[config.mk]
export PLATFORM = sky130hd
export DESIGN_NAME = ovl_fire_logger
export DESIGN_NICKNAME = d
export VERILOG_FILES = /design/src/rtl/ovl_fire_logger.sv
export SDC_FILE = /design/constraint.sdc
export NUM_CORES = 1
export LEC_CHECK = 0
export ABC_AREA = 1
export CAP_MARGIN = 20
export CORE_UTILIZATION = 55
export CTS_BUF_LIST = sky130_fd_sc_hd__clkbuf_16
export DETAILED_ROUTE_END_ITERATION = 12
export MAX_ROUTING_LAYER = met4
export PLACE_DENSITY = 0.8
export SYNTH_ARGS = -nofsm -noshare
export SYNTH_HDL_FRONTEND = slang
export SYNTH_SLANG_ARGS = --single-unit
export TNS_END_PERCENT = 5
[constraint.sdc]
create_clock -name clk -period 4.34 [get_ports clk]
set_input_delay 0.868 -clock clk [delete_from_list [all_inputs] [get_ports clk]]
set_output_delay 0.868 -clock clk [all_outputs]
set_load 0.005 [all_outputs]
[src/rtl/ovl_fire_logger.sv]
// ovl_fire_logger
//   Collects the per-checker OVL `out` bits into a masked fire vector. It keeps
//   sticky per-checker status and queues {timestamp, fire vector} records in a
//   first-word-fall-through FIFO for the readout host.
//
// Ports
//   clk       : clock
//   rst       : synchronous, active-low reset
//   enable    : logging enable (IDLE <-> RUN)
//   fire_in   : checker fire bits
//   chk_mask  : 1 = ignore that checker
//   clear     : pulse; clears sticky/ovf/drop_cnt and leaves FROZEN
//   rd_en     : pop the head record (ignored while empty)
//   rd_valid  : FIFO non-empty
//   rd_data   : head record {ts, fire_vec}, or 0 while empty
//   full      : FIFO full
//   sticky    : per-checker "has fired" bits
//   ovf       : sticky "a record was dropped"
//   drop_cnt  : dropped records, saturating at 255
//   irq       : registered rd_valid | ovf
//
// Build option
//   OVL_FIRE_EDGE_EN : capture only on rising edges of fire_in (one record per
//                      assertion) instead of on every cycle the fire is held.
module ovl_fire_logger #(
  parameter int NUM_CHK     = 8,
  parameter int TS_W        = 16,
  parameter int DEPTH       = 8,
  parameter bit STOP_ON_OVF = 1'b0
) (
  input  logic                    clk,
  input  logic                    rst,
  input  logic                    enable,
  input  logic [NUM_CHK-1:0]      fire_in,
  input  logic [NUM_CHK-1:0]      chk_mask,
  input  logic                    clear,
  input  logic                    rd_en,
  output logic                    rd_valid,
  output logic [TS_W+NUM_CHK-1:0] rd_data,
  output logic                    full,
  output logic [NUM_CHK-1:0]      sticky,
  output logic                    ovf,
  output logic [7:0]              drop_cnt,
  output logic                    irq
);

  localparam int AW = $clog2(DEPTH);
  localparam int RW = TS_W + NUM_CHK;
  localparam logic [AW:0] DEPTH_CNT = (AW+1)'(DEPTH);

  typedef enum logic [1:0] {IDLE, RUN, FROZEN} state_t;

  function automatic logic [7:0] sat_inc(input logic [7:0] v, input logic inc);
    if (inc && (v != 8'hFF))
      return v + 8'd1;
    return v;
  endfunction

  state_t              state, state_nxt;
  logic                cap_en;
  logic [TS_W-1:0]     ts;
  logic [NUM_CHK-1:0]  fv_p0;
  logic                vld_p0;
  logic                pop, drop, wr;
  logic [RW-1:0]       mem [DEPTH];
  logic [AW-1:0]       wr_ptr, rd_ptr;
  logic [AW:0]         count, count_nxt;
  logic [NUM_CHK-1:0]  sticky_nxt;
  logic                ovf_nxt;
  logic [7:0]          drop_cnt_nxt;

  // ---- stage p0: masked fire vector and capture request ----
`ifdef OVL_FIRE_EDGE_EN
  logic [NUM_CHK-1:0] fire_q;

  always_ff @(posedge clk) begin
    if (!rst)
      fire_q <= '0;
    else
      fire_q <= fire_in;
  end

  assign fv_p0 = fire_in & ~fire_q & ~chk_mask;
`else
  assign fv_p0 = fire_in & ~chk_mask;
`endif

  assign vld_p0 = cap_en && (fv_p0 != '0);

  // ---- FSM ----
  always_ff @(posedge clk) begin
    if (!rst)
      state <= IDLE;
    else
      state <= state_nxt;
  end

  always_comb begin
    state_nxt = state;
    unique case (state)
      IDLE:    if (enable) state_nxt = RUN;
      RUN: begin
        if (!enable)
          state_nxt = IDLE;
        else if (STOP_ON_OVF && drop)
          state_nxt = FROZEN;
      end
      FROZEN: begin
        if (clear)
          state_nxt = enable ? RUN : IDLE;
        else if (!enable)
          state_nxt = IDLE;
      end
      default: state_nxt = IDLE;
    endcase
  end

  always_comb begin
    cap_en = 1'b0;
    unique case (state)
      RUN:     cap_en = 1'b1;
      default: cap_en = 1'b0;
    endcase
  end

  // ---- stage p1: FIFO push/pop and status ----
  assign rd_valid  = (count != '0);
  assign full      = (count == DEPTH_CNT);
  assign pop       = rd_en & rd_valid;
  // A pop in the same cycle frees the slot, so a full FIFO only drops when no pop.
  assign drop      = vld_p0 & full & ~pop;
  assign wr        = vld_p0 & ~drop;
  assign count_nxt = count + {{AW{1'b0}}, wr} - {{AW{1'b0}}, pop};
  // Empty FIFO presents zero rather than a stale entry.
  assign rd_data   = rd_valid ? mem[rd_ptr] : '0;

  // clear acts before this cycle's fire/drop so both survive the clear.
  assign sticky_nxt   = (clear ? '0 : sticky) | fv_p0;
  assign ovf_nxt      = (clear ? 1'b0 : ovf) | drop;
  assign drop_cnt_nxt = sat_inc(clear ? 8'd0 : drop_cnt, drop);

  always_ff @(posedge clk) begin
    if (wr)
      mem[wr_ptr] <= {ts, fv_p0};
  end

  always_ff @(posedge clk) begin
    if (!rst) begin
      wr_ptr   <= '0;
      rd_ptr   <= '0;
      count    <= '0;
      ts       <= '0;
      sticky   <= '0;
      ovf      <= 1'b0;
      drop_cnt <= '0;
      irq      <= 1'b0;
    end else begin
      if (wr)
        wr_ptr <= wr_ptr + AW'(1);
      if (pop)
        rd_ptr <= rd_ptr + AW'(1);
      count <= count_nxt;
      if (cap_en)
        ts <= ts + TS_W'(1);
      sticky   <= sticky_nxt;
      ovf      <= ovf_nxt;
      drop_cnt <= drop_cnt_nxt;
      irq      <= (count_nxt != '0) | ovf_nxt;
    end
  end

endmodule

==> impl_metrics.json <==
{
  "place.gp.congestion": 0.8114,
  "cts.reportedPaths.clkPinSlew_ps": 60,
  "numClockSinks": 241,
  "routed_wire_length_per_instance_um": 17.26,
  "mappedNetlistArea_sq_um": 10030,
  "gr-total-overflow": 0,
  "synth_edf_count": 192,
  "crit_path_max_fanout": 35,
  "antenna-diode-count": 0,
  "fill_cells": 1298,
  "place_area_sq_um": 10900,
  "clock-root-buffer": "clkbuf_16",
  "reg2regPathDepth": 16,
  "synth-async-reset-ratio_pct": 0,
  "cp-start-kind": "flop",
  "cts_made_buffers": 24,
  "first_pass_grt_wire_length_mm": 33.71,
  "layout.cells.non_filler": 1219,
  "worst_hold_path.num_cells": 2,
  "fin_hold_ws_ps": 465.7,
  "grt_pass1_vias": 6553,
  "finalMaxSlewViolations": 0,
  "multi_input_comb_area_sq_um": 2855,
  "maximum_level_of_the_cts_h_tree": 1,
  "max-slew-margin-rel_pct": 40.27,
  "vdd_drop_max_mv": 0.5030,
  "synth_seq_cells": 241,
  "grt_antenna_before_repair": 0,
  "hp_class": "reg -> reg",
  "worst_slew_pin_slew_ps": 890.4,
  "worst_setup_path_end_kind": "primary output",
  "pin_count": 65,
  "hold_buffers": 0,
  "dieArea_sq_um": 18780,
  "vias": 6710,
  "cp_data_arrival_time_ps": 2970,
  "post_syn_nets": 941,
  "drtAntennaViolNets": 0,
  "cts_max_path_buffers": 3,
  "maximum_number_of_pins_on_one_net_before_global_route_repair": 78,
  "post_synth_inst_count": 909,
  "timing_worst_setup_path_type": "reg -> out",
  "cts_tree": "built",
  "required_ps": 3470,
  "timing.final.ws_setup_ps": 505.5,
  "synthDistinctLibCells": 46,
  "post-cts-setup-buffers": 0,
  "design.final.nets": 1004,
  "ys_warn_count": 0,
  "cap_violations": 0,
  "drc": 0,
  "core-area_sq_um": 17900,
  "final_setup_violating_endpoints": 0,
  "average_vias_per_placed_instance": 5.505,
  "seqCellArea_sq_um": 6749,
  "dr.pass1.iters": 4,
  "initialDrtViolationCount": 680,
  "placement_rows": 49,
  "place_worst_setup_slack_ps": 1053,
  "fmaxAchievable_mhz": 260.8,
  "dp_hpwl_mm": 12.09,
  "stdcell_area_sq_um": 11630,
  "run_status": "completed",
  "setup_total_negative_slack_ps": 0,
  "die_w_um": 137.0,
  "worst_skew_pair.late_latency_ps": 510,
  "final_layout_size_suffix_gt1_share_pct": 9.192,
  "groute.usage.overall_pct": 24.43,
  "syn2layout_area_growth_pct": 15.97,
  "die-height_um": 137.0,
  "dominantRegCellSynth": "edfxtp_1",
  "portion_of_the_post_synthesis_area_used_by_sequential_elements_pct": 67.27,
  "postCtsResizedCells": 0,
  "power_per_cell_area_nw_per_um2": 533.9,
  "leakage_nw": 4.123,
  "finalClockSkew_ps": 9.175,
  "initial_core_util_pct": 56.02,
  "synth_area_per_cell_sq_um": 11.03,
  "finalCriticalPeriod_ps": 3835,
  "placed_cells": 1175,
  "routed_wire_length_mm": 21.04,
  "setup_repair_after_global_routing_missed_its_margin": "false",
  "port_buffers": 64,
  "final.period_utilization_pct": 88.35,
  "finalHoldViolations": 0
}
## stage by stage
| stage | utilization (%) | total power [mW] |
|---|---|---|
| after floorplan | - | 3.688 |
| after global routing | 64.96 | 6.540 |
| after detailed placement | 60.86 | 4.355 |
| final | 64.96 | 6.209 |
| after global placement | 60.86 | 4.305 |
| after CTS | 64.96 | 6.239 |
## synthesized netlist by cell type, types with 3 or more instances
library cell	n	share of area (%)
a21oi_1	32	1.6
a31oi_1	25	1.6
buf_1	3	0.11
buf_2	6	0.30
buf_4	11	0.82
clkbuf_1	21	0.79
dfxtp_1	49	9.8
edfxtp_1	192	57
ha_1	10	1.2
inv_1	50	1.9
inv_2	6	0.22
nand2_1	75	2.8
nand2_2	5	0.31
nand3_1	13	0.65
nand3_4	3	0.52
nor2_1	201	7.5
nor2_2	3	0.19
nor3_1	9	0.45
o21ai_0	83	4.1
o21ai_1	74	3.7
xor2_1	5	0.44
## worst max-delay path, stage by stage, from the launching register on
cell and delay (ps):
dfxtp_2 680, buf_4 440, nor2_1 90, nor2_1 90
o21ai_0 120, o21ai_1 150, o21ai_1 70, a31oi_1 250
clkdlybuf4s50_1 550
## kinds of logic (layout without fill, tap and decap cells)
logic type	after synthesis	in the layout	synth area share (%)
buffers and inverters	103	184	4.554
and+or+nand+nor	328	328	14.63
adders and majority gates	11	11	1.447
xor gates and xnor gates	7	7	0.6114
AOI/OAI and AO/OA	219	219	11.48
DFF	241	241	67.27
## worst paths after layout
kind	startpoint	endpoint	slack, ps
max	flop	rd_data[12]	510
min	rd_ptr[2]	rd_ptr[2]	470
max reg2reg	count[2]	irq	1400
min reg2reg	rd_ptr[2]	rd_ptr[2]	470
## power breakdown
part | switching [mW] | internal (mW)
clock | 0.805 | 1.10
sequential | 0.0895 | 2.56
combinational | 0.933 | 0.727
total | 1.83 | 4.38
## area by class of cell
type / instances / area share, %
Clock buffer: 25 / 5.379
Inverter: 60 / 1.990
Multi-Input combinational cell: 565 / 24.55
Timing Repair Buffer: 80 / 6.649
Tap cell: 229 / 2.464
Clock inverter: 19 / 0.9360
Sequential cell: 241 / 58.03
## state kept, by name (all words and copies together) (netlist names), named ones only
name	count
irq	1
mem	192
rd_ptr	3
state	2
sticky	8
ts	16
drop_cnt	8
ovf	1
count	4
wr_ptr	3
## cells in the final DEF, fill, tap and decap left out, drive strengths merged
cell type / n
inv: 69
clkbuf: 25
nand3: 17
xor2: 5
or2: 1
clkinvlp: 1
nor2: 208
ha: 10
a21oi: 34
bufinv: 1
o21a: 1
nand3b: 2
nor3: 10
a21boi: 1
xnor2: 2
clkdlybuf4s50: 64
dfxtp: 49
o21ai: 157
a31o: 1
fa: 1
clkinv: 8
nand2: 82
nor4: 1
edfxtp: 192
nand4: 4
nor3b: 3
buf: 16
a31oi: 25
## layer usage
metal / vias up / wire [um] / global-route usage [%]
li1: 3279 / - / -
met3: 44 / 1173 / 3.000
met1: 3176 / 8922 / 31.17
met5: - / 0 / -
met2: 211 / 10430 / 40.60
met4: 0 / 521 / 8.181
Power figures use the tool's default switching activity.
